--- src/rtl/alu_op_sequencer.sv ---
// rtl/alu_op_sequencer.sv - command front end for the ALU datapath with multi-cycle MULTU and HI/LO ownership
module alu_op_sequencer #(
    parameter int MUL_CYCLES = 32,
    parameter int CNT_W      = $clog2(MUL_CYCLES + 1)
) (
    input  logic        clk,
    input  logic        reset,
    input  logic        cmd_valid,
    output logic        cmd_ready,
    input  logic [5:0]  cmd_funct,
    input  logic [31:0] cmd_a,
    input  logic [31:0] cmd_b,
    output logic [31:0] dp_a,
    output logic [31:0] dp_b,
    output logic [5:0]  dp_signal,
    output logic        dp_mul_reset,
    input  logic [31:0] dp_result,
    input  logic [63:0] dp_prod,
    output logic        rsp_valid,
    input  logic        rsp_ready,
    output logic [31:0] rsp_data,
    output logic        rsp_err,
    output logic        hilo_valid,
    output logic        busy
);

    localparam logic [5:0] F_ADD   = 6'd32;
    localparam logic [5:0] F_SUB   = 6'd34;
    localparam logic [5:0] F_AND   = 6'd36;
    localparam logic [5:0] F_OR    = 6'd37;
    localparam logic [5:0] F_SLT   = 6'd42;
    localparam logic [5:0] F_SRL   = 6'd2;
    localparam logic [5:0] F_MULTU = 6'd25;
    localparam logic [5:0] F_MFHI  = 6'd16;
    localparam logic [5:0] F_MFLO  = 6'd18;

    localparam logic [CNT_W-1:0] CNT_LAST = CNT_W'(MUL_CYCLES - 1);

    typedef enum logic [1:0] {
        S_IDLE,
        S_ALU,
        S_MUL,
        S_RESP
    } state_t;

    state_t           state;
    state_t           state_next;
    logic [5:0]       funct;
    logic [31:0]      hi;
    logic [31:0]      lo;
    logic [CNT_W-1:0] cnt;
    logic             mul_first;
    logic             mul_done;
    logic             accept;

    function automatic logic is_alu(input logic [5:0] f);
        case (f)
            F_ADD, F_SUB, F_AND, F_OR, F_SLT, F_SRL: is_alu = 1'b1;
            default:                                 is_alu = 1'b0;
        endcase
    endfunction

    assign accept = cmd_valid && cmd_ready;

    always_comb begin
        state_next   = state;
        cmd_ready    = 1'b0;
        dp_signal    = 6'd0;
        dp_mul_reset = 1'b0;
        rsp_valid    = 1'b0;
        busy         = 1'b1;
        mul_done     = 1'b0;
        case (state)
            S_IDLE: begin
                cmd_ready = 1'b1;
                busy      = 1'b0;
                if (cmd_valid) begin
                    if (is_alu(cmd_funct)) begin
                        state_next = S_ALU;
                    end else if (cmd_funct == F_MULTU) begin
                        state_next = S_MUL;
                    end else begin
                        state_next = S_RESP;
                    end
                end
            end
            S_ALU: begin
                dp_signal  = funct;
                state_next = S_RESP;
            end
            S_MUL: begin
                // The first MUL cycle only clears the multiplier; counting starts after it.
                dp_signal    = F_MULTU;
                dp_mul_reset = mul_first;
                if (!mul_first && cnt == CNT_LAST) begin
                    mul_done   = 1'b1;
                    state_next = S_RESP;
                end
            end
            S_RESP: begin
                rsp_valid = 1'b1;
                if (rsp_ready) begin
                    state_next = S_IDLE;
                end
            end
            default: begin
                state_next = S_IDLE;
            end
        endcase
    end

    always_ff @(posedge clk) begin
        if (reset) begin
            state      <= S_IDLE;
            dp_a       <= 32'd0;
            dp_b       <= 32'd0;
            funct      <= 6'd0;
            hi         <= 32'd0;
            lo         <= 32'd0;
            hilo_valid <= 1'b0;
            cnt        <= '0;
            mul_first  <= 1'b0;
            rsp_data   <= 32'd0;
            rsp_err    <= 1'b0;
        end else begin
            state <= state_next;
            case (state)
                S_IDLE: begin
                    if (accept) begin
                        dp_a  <= cmd_a;
                        dp_b  <= cmd_b;
                        funct <= cmd_funct;
                        if (cmd_funct == F_MULTU) begin
                            cnt       <= '0;
                            mul_first <= 1'b1;
                        end else if (cmd_funct == F_MFHI) begin
                            rsp_data <= hi;
                        end else if (cmd_funct == F_MFLO) begin
                            rsp_data <= lo;
                        end else if (!is_alu(cmd_funct)) begin
                            rsp_data <= 32'd0;
                            rsp_err  <= 1'b1;
                        end
                    end
                end
                S_ALU: begin
                    rsp_data <= dp_result;
                end
                S_MUL: begin
                    mul_first <= 1'b0;
                    if (mul_done) begin
                        hi         <= dp_prod[63:32];
                        lo         <= dp_prod[31:0];
                        hilo_valid <= 1'b1;
                        rsp_data   <= 32'd0;
                    end else if (!mul_first) begin
                        cnt <= cnt + CNT_W'(1);
                    end
                end
                S_RESP: begin
                    if (rsp_ready) begin
                        rsp_err <= 1'b0;
                    end
                end
                default: begin
                end
            endcase
        end
    end

endmodule

--- config.mk ---
export PLATFORM = sky130hd
export DESIGN_NAME = alu_op_sequencer
export DESIGN_NICKNAME = d
export VERILOG_FILES = /design/src/rtl/alu_op_sequencer.sv
export SDC_FILE = /design/constraint.sdc
export NUM_CORES = 1
export LEC_CHECK = 0
export CAP_MARGIN = 0
export CORE_MARGIN = 3
export CORE_UTILIZATION = 40
export CTS_CLUSTER_SIZE = 24
export DETAILED_ROUTE_END_ITERATION = 12
export GPL_ROUTABILITY_DRIVEN = 0
export HOLD_SLACK_MARGIN = 0.02
export PLACE_DENSITY = 0.76
export SYNTH_ARGS = -nofsm -noshare
export SYNTH_HDL_FRONTEND = slang
export SYNTH_SLANG_ARGS = --single-unit
--- constraint.sdc ---
create_clock -name clk -period 2.5 [get_ports clk]
set_clock_uncertainty 0.05 [all_clocks]
set_input_delay 0.625 -clock clk [delete_from_list [all_inputs] [get_ports clk]]
set_output_delay 0.625 -clock clk [all_outputs]
set_load 0.03 [all_outputs]
==> impl_metrics.toml, run 1 <==
[finish]
nets = 1347
drive_gt1_share_pct = 10.1
utilization_pct = 62.0
diodes = 0
layout-area-overhead-vs-synth_pct = 49.8

[pwr]
ir_drop_mv = 0.501
total_power_w = 0.00889
leakage_nw = 4.18
power_density_mw_per_mm2 = 787

[logic_synthesis]
synth_edf_count = 0
synth-seq-cells = 177
synth_largest_area_cell = "dfxtp_1"
netlist_area_mm2 = 0.00754
synthArstFlopShare_pct = 0
yosysWarnings = 0
synthTopCellsByArea = "dfxtp_1 (47%), nand2_1 (14%), a21oi_1 (9.5%)"
synth.most_common_cell = "nand2_1"
synth_ff_type = "dfxtp_1"
netlist_top_cells_count = "nand2_1 (277), dfxtp_1 (177), a21oi_1 (143)"
synth_top_cell_area_share_pct = 47.0
syn_avg_cell_area_um2 = 8.32
synth_nets = 1083
ys_types = 39
ys_seq_area_share_pct = 47.0
synthCells = 906

[global_route]
met1_usage_pct = 24.9
grt.busiest_layer = "met2"
grtUsageMet2_pct = 34.2
grt_use_total_pct = 20.1
grt_pass1_vias = 6659
antenna_found_initial = 0
overflow = 0
grt_use_met3_pct = 5.09
grt_max_degree = 71
grt_pass1_wl_mm = 33.2

[critical_path]
critPathKind = "input pin to register"
startpoint = "cmd_funct[0]"
path_max_fanout = 7
endpoint_kind = "register"
start_kind = "input pin"
critPathArrivalTime_ns = 2.71
critPathRequiredTime_ns = 2.76
rr_startpoint = "state[0]"

[min_path]
hp-start = "hi[0]"
min_path_type = "register to register"

[floorplanning]
core_mm2 = 0.0182
rows = 49
io_pins = 278
die_h_um = 143
design.die.area_mm2 = 0.0205
die_w_um = 143
initial_core_util_pct = 41.4

[timing]
layout_setup_ws_ns = 0.0441
whs_ns = 0.402
slew_violations = 0
fmax_mhz = 407
max_slew.worst_pin.slew_ns = 0.427
finalCritPeriodShare_pct = 98.2
relSlewSlack_pct = 71.5
post-route-min-period_ns = 2.46
hold_viol_final = 0
setup_viol = 0

[cts]
cts_sinks = 177
clockBufferDepth = 2
tritoncts = "yes"
cts-htree-levels = 4
clk_pin_slew_ns = 0.07
numCtsBuffers = 17
root_buffer = "clkbuf_16"
worstSkewPairLatency_ns = 0.41

[routing]
antenna_left = 0
routed_via_density = 4.89
routed_wl_mm = 21.4
drt-pass1-iter-count = 4
dr_total_vias = 6893
remaining_drc_errors = 0
drtIter0Drc = 311
routedWlPerCell_um = 15.2

[flow_run]
drv_cap = 0

[place]
place_hpwl_mm = 15.2
portBuffers = 277
place_ws_ns = -0.403

[run_status]
status = "finished clean"
[layout by cell type (no fill, tap or decap), types with 6 or more instances in the layout]
master / netlist / final
nand2_1: 277 / 276
clkbuf_16: 0 / 17
ha_1: 7 / 6
inv_1: 8 / 8
nor2b_1: 36 / 35
mux2i_1: 35 / 35
buf_4: 1 / 29
buf_12: 0 / 8
a21oi_1: 143 / 141
a2bb2oi_1: 32 / 32
mux2_4: 30 / 30
clkdlybuf4s50_1: 0 / 265
and2_1: 6 / 6
nor2_1: 47 / 45
dfxtp_1: 177 / 175
[kinds of logic after synthesis]
logic type | after synthesis | share of synthesized area (%)
AO/OA/AOI/OAI | 191 | 15.0
XOR/XNOR | 4 | 0.465
adder cells (fa/ha/maj) | 7 | 1.16
buffers and inverters | 76 | 4.20
flip-flops | 177 | 47.0
multiplexers | 68 | 11.1
AND/OR/NAND/NOR | 383 | 21.1
[power breakdown]
part / internal [W] / total, W / switching, W
combinational: 0.00133 / 0.00299 / 0.00166
sequential: 0.00309 / 0.00324 / 0.000150
clock: 0.00149 / 0.00266 / 0.00117
total: 0.00591 / 0.00889 / 0.00298
[critical path, cell delays in order]
cell             delay [ns]
clkdlybuf4s50_1        0.43
or4b_1                 0.55
o31a_1                 0.14
a21oi_2                0.19
o32a_4                 0.25
buf_4                  0.20
mux2_4                 0.31
[routing by layer]
| layer | vias up | wire (um) |
|---|---|---|
| met5 | - | 0 |
| met4 | 0 | 455 |
| met3 | 26 | 1590 |
| met2 | 236 | 10200 |
| met1 | 3101 | 9190 |
| li1 | 3530 | - |
[through the flow]
stage          cell area [um^2]  setup TNS (ns)  instances
6_report                  11300               0       1411
3_5_place_dp              10700          -13.69       1380
4_1_cts                   11300               0       1411
5_1_grt                   11300          -0.266       1411
3_3_place_gp              10700          -13.35       1380
2_1_floorplan              7540               0        906
[final timing paths]
path | endpoint | cells after the start | slack (ns)
setup reg to reg | rsp_data[18] | 8 | 0.19
hold / removal | hi[0] | 2 | 0.40
setup / recovery | rsp_data[18] | 7 | 0.04
hold reg to reg | hi[0] | 2 | 0.40
[cell type report]
type | instances | area, um^2
well taps | 229 | 287
flip-flops and latches | 177 | 3550
inverters | 8 | 30.0
fillers | 1590 | 6910
clock buffers | 18 | 429
multi-input cells | 653 | 3720
repair buffers | 313 | 3130
clock inverters | 13 | 154
[sequential cells by signal, summed over array words and instances (netlist names), 2 cells and up]
| register | flops |
|---|---|
| lo | 32 |
| cnt | 6 |
| funct | 6 |
| state | 2 |
| dp_a | 32 |
| dp_b | 32 |
| rsp_data | 32 |
| hi | 32 |
[timing repair]
item	in CTS	in global routing
resized for setup	16	14
setup buffers	0	0
setup endpoints to repair	10	41
hold buffers	0	0
Power figures use the tool's default switching activity.
==> run 2, diff against run 1 <==
--- a/config.mk
+++ b/config.mk
@@ -5,14 +5,15 @@
 export SDC_FILE = /design/constraint.sdc
 export NUM_CORES = 1
 export LEC_CHECK = 0
-export CAP_MARGIN = 0
+export CAP_MARGIN = 20
 export CORE_MARGIN = 3
 export CORE_UTILIZATION = 40
 export CTS_CLUSTER_SIZE = 24
 export DETAILED_ROUTE_END_ITERATION = 12
 export GPL_ROUTABILITY_DRIVEN = 0
+export GPL_TIMING_DRIVEN = 0
 export HOLD_SLACK_MARGIN = 0.02
-export PLACE_DENSITY = 0.76
+export PLACE_DENSITY = 0.78
 export SYNTH_ARGS = -nofsm -noshare
 export SYNTH_HDL_FRONTEND = slang
 export SYNTH_SLANG_ARGS = --single-unit
==> run 2 against run 1 <==
Net effect: final area decreased by 0.63%; critical path type is now register to primary output; sequential share of layout area up 0.20 points; largest power group unchanged; wire length is 8.3% higher.
==> impl_metrics.toml, run 2 (same netlist as run 1, synthesis figures left out) <==
[timing]
slew_violations = 0
setup_viol = 0
rsz0062_at_grt = "false"
finalCritPeriodShare_pct = 97.0
hold_viol_final = 0
fmax_mhz = 412
max_slew.worst_pin.slew_ns = 0.645
whs_ns = 0.403
relSlewSlack_pct = 57.0
post-route-min-period_ns = 2.43

[cts]
cts-htree-levels = 4
clk_pin_slew_ns = 0.07
cts_sinks = 177
tritoncts = "yes"
numCtsBuffers = 17
root_buffer = "clkbuf_16"
clockBufferDepth = 2
worstSkewPairLatency_ns = 0.41

[global_route]
grt_pass1_wl_mm = 35.7
grt_pass1_vias = 7002
antenna_found_initial = 1
grt_use_total_pct = 21.8
grt_max_degree = 17
overflow = 0

[floorplanning]
io_pins = 278
core_mm2 = 0.0182
initial_core_util_pct = 41.4
design.die.area_mm2 = 0.0205
die_h_um = 143
rows = 49
die_w_um = 143

[finish]
layout-area-overhead-vs-synth_pct = 48.9
mostFrequentLayoutCell = "nand2_1"
diodes = 0
drive_gt1_share_pct = 8.22
layout_common_cells = "nand2_1 (277), clkdlybuf4s50_1 (262), dfxtp_1 (175)"
nets = 1381
final_cells = 1446

[place]
portBuffers = 275
place_hpwl_mm = 17.8
place_inst = 1410

[critical_path]
start_kind = "register"
r2r_slack_ns = 0.17
path_max_fanout = 5
critPathKind = "register to primary output"
critPathRequiredTime_ns = 1.82
critPathArrivalTime_ns = 1.75
endpoint_kind = "primary output"

[pwr]
total_power_w = 0.00881
power_density_mw_per_mm2 = 785
leakage_nw = 4.12
ir_drop_mv = 0.420

[flow_run]
drv_cap = 0

[routing]
dr_total_vias = 7101
routedWlPerCell_um = 16.0
routed_via_density = 4.91
drt-pass1-iter-count = 5
antenna_left = 0
remaining_drc_errors = 0
routed_wl_mm = 23.2
drtIter0Drc = 302

[min_path]
min_path_type = "register to register"

[run_status]
status = "finished clean"
[run 2: cell type report]
type                    instances  area [um^2]
multi-input cells             653         3710
fillers                      1634         6980
clock buffers                  18          429
clock inverters                14          151
inverters                       8         30.0
plain buffers                  68          303
repair buffers                279         2770
well taps                     229          287
flip-flops and latches        177         3550
[run 2: worst paths after layout]
| path | start | end | cells past startpoint |
|---|---|---|---|
| worst min-delay path | dp_b[15] | dp_b[15] | 2 |
| worst max-delay path | state[1] | rsp_valid | 2 |
| worst min register to register | dp_b[15] | dp_b[15] | 2 |
| worst max register to register | state[0] | rsp_data[22] | 8 |
[run 2: timing repair]
item / in CTS / in global routing
hold buffers: 0 / 0
endpoints found under the setup margin: 59 / 132
cloned: 0 / 0
endpoints found under the hold margin: 0 / 0
buffers inserted: 0 / 4
pin swaps: 1 / 2
gates resized for setup: 38 / 15
[run 2: report_power, final]
| group | switching, W | internal, W |
|---|---|---|
| combinational | 0.00168 | 0.00126 |
| sequential | 0.000150 | 0.00309 |
| clock | 0.00115 | 0.00149 |
| total | 0.00298 | 0.00583 |
[run 2: stage by stage]
step / util [%] / instance area [um^2] / setup WS (ns) / setup TNS, ns
6_report: 61.7 / 11200 / 0.0740 / 0
5_1_grt: 61.7 / 11200 / 0.00697 / 0
4_1_cts: 61.4 / 11200 / -0.0248 / -0.0282
3_5_place_dp: 58.1 / 10600 / -0.593 / -43.55
3_3_place_gp: 58.1 / 10600 / -0.545 / -39.62
2_1_floorplan: - / 7540 / 0.105 / 0
[run 2: critical path: stages (launching register included)]
cell and delay [ns]:
dfxtp_2 0.39, ha_1 0.22, clkdlybuf4s50_1 0.73
[run 2: metal layers]
metal / global-route usage [%] / vias up / routed length, um / part of all wire, %
met5: 0 / - / 9 / 0.039
met2: 38.1 / 245 / 11200 / 48
li1: - / 3605 / - / -
met1: 26.6 / 3216 / 9740 / 42
met4: 6.05 / 2 / 425 / 1.8
met3: 5.99 / 33 / 1800 / 7.8
==> run 3, diff against run 2 <==
--- a/config.mk
+++ b/config.mk
@@ -6,14 +6,15 @@
 export NUM_CORES = 1
 export LEC_CHECK = 0
 export CAP_MARGIN = 20
+export CORE_ASPECT_RATIO = 1.25
 export CORE_MARGIN = 3
-export CORE_UTILIZATION = 40
+export CORE_UTILIZATION = 34
 export CTS_CLUSTER_SIZE = 24
 export DETAILED_ROUTE_END_ITERATION = 12
 export GPL_ROUTABILITY_DRIVEN = 0
 export GPL_TIMING_DRIVEN = 0
 export HOLD_SLACK_MARGIN = 0.02
-export PLACE_DENSITY = 0.78
+export PLACE_DENSITY = 0.68
 export SYNTH_ARGS = -nofsm -noshare
 export SYNTH_HDL_FRONTEND = slang
 export SYNTH_SLANG_ARGS = --single-unit
==> run 3 against run 2 <==
Net effect: wire length grew 0.15%; highest routed layer unchanged; sequential power hardly changed; via count down 0.69%; non-clock buffer count fell by 4; final area rose by 0.40%; critical endpoint is now rsp_data[3]; final cell count up 3.1%; sequential share of layout area fell by 0.13 points.
==> impl_metrics.toml, run 3 (same netlist as run 1, synthesis figures left out) <==
[routing]
remaining_drc_errors = 0
routedWlPerCell_um = 15.6
dr_total_vias = 7052
drt-pass1-iter-count = 5
antenna_left = 0
routed_via_density = 4.73
routed_wl_mm = 23.2
drtIter0Drc = 213

[critical_path]
cp_slowest_cell = "clkdlybuf4s50_1"
path_max_fanout = 10
startpoint = "cmd_funct[5]"
rr_startpoint = "state[0]"
critPathRequiredTime_ns = 2.81
start_kind = "input pin"
critPathKind = "input pin to register"
crit_buf_inv = 2
critPathArrivalTime_ns = 2.76
cpLargestDelayFamily = "simple AND/OR/NAND/NOR gates"
max_stage_delay_ns = 0.52
endpoint_kind = "register"
path_cells = "clkdlybuf4s50_1, or3b_4, or4_4, buf_2, a2bb2oi_1, nor2_1, mux2_4"

[floorplanning]
rows = 60
core_mm2 = 0.0217
initial_core_util_pct = 34.8
design.die.area_mm2 = 0.0240
io_pins = 278
die_h_um = 172
die_w_um = 139

[pwr]
total_power_w = 0.00881
leakage_nw = 4.11
power_density_mw_per_mm2 = 782
ir_drop_mv = 0.427

[global_route]
grt_pass1_wl_mm = 36.1
grt_pass1_vias = 6902
overflow = 0
grt_use_total_pct = 18.7
antenna_found_initial = 2
grt_max_degree = 17

[finish]
nets = 1377
diodes = 0
final_area_mm2 = 0.0113
layout_common_cells = "nand2_1 (277), clkdlybuf4s50_1 (264), dfxtp_1 (175)"
utilization_pct = 51.9
layout-area-overhead-vs-synth_pct = 49.5
drive_gt1_share_pct = 8.33
mostFrequentLayoutCell = "nand2_1"

[cts]
numCtsBuffers = 17
clockBufferDepth = 2
cts-htree-levels = 4
cts_sinks = 177
root_buffer = "clkbuf_16"
tritoncts = "yes"
clk_pin_slew_ns = 0.06
worstSkewPairLatency_ns = 0.41

[min_path]
hp-start = "dp_a[16]"
min_path_type = "register to register"

[timing]
finalCritPeriodShare_pct = 97.9
slew_violations = 0
fmax_mhz = 409
max_slew.worst_pin.slew_ns = 0.670
hold_viol_final = 0
setup_viol = 0
fin_setup_tns_ns = 0
whs_ns = 0.402
post-route-min-period_ns = 2.45
relSlewSlack_pct = 55.3

[place]
dpl_cell_area_mm2 = 0.0106
place_hpwl_mm = 17.8
portBuffers = 275

[flow_run]
drv_cap = 0

[run_status]
status = "finished clean"
## run 3: metrics by stage
| stage | instances | setup slack, ns |
|---|---|---|
| final | 1491 | 0.0537 |
| after global routing | 1491 | -0.000204 |
| after CTS | 1491 | -0.144 |
| after detailed placement | 1460 | -0.594 |
| after global placement | 1460 | -0.576 |
| after floorplan | 906 | 0.105 |
## run 3: worst paths after layout
check                  to  slack, ns  cells after the start
max           rsp_data[3]       0.05                      7
min              dp_a[16]       0.40                      2
max reg2reg  rsp_data[13]       0.15                      8
min reg2reg      dp_a[16]       0.40                      2
## run 3: tightest hold or removal path, cell delays in order, from the launching register on
cell and delay (ns):
dfxtp_1 0.31, nand2_1 0.05, a21oi_1 0.05
## run 3: where the power goes
| group | internal, W | leakage (nW) | switching, W |
|---|---|---|---|
| logic | 0.00126 | 2.39 | 0.00168 |
| clock network | 0.00149 | 0.284 | 0.00116 |
| registers | 0.00309 | 1.44 | 0.000142 |
| total | 0.00583 | 4.11 | 0.00298 |
## run 3: final cells by class
type                    count  area (um^2)
fillers                  2102        10400
multi-input cells         653         3720
flip-flops and latches    177         3550
repair buffers            276         2750
clock buffers              18          429
well taps                 279          349
plain buffers              67          298
clock inverters            13          150
inverters                   8         30.0
## run 3: layer usage
layer / GRT usage (%) / part of all wire, %
met1: 22.5 / 43
met2: 34.2 / 50
met3: 3.85 / 4.9
met4: 5.23 / 1.2
met5: 0 / 0.082
## run 3: timing repair
item | in CTS | in global routing
buffers inserted | 1 | 0
gates resized for setup | 29 | 23
hold buffers | 0 | 0
endpoints found under the setup margin | 100 | 153
hold endpoints to repair | 0 | 0
pin swaps | 1 | 0
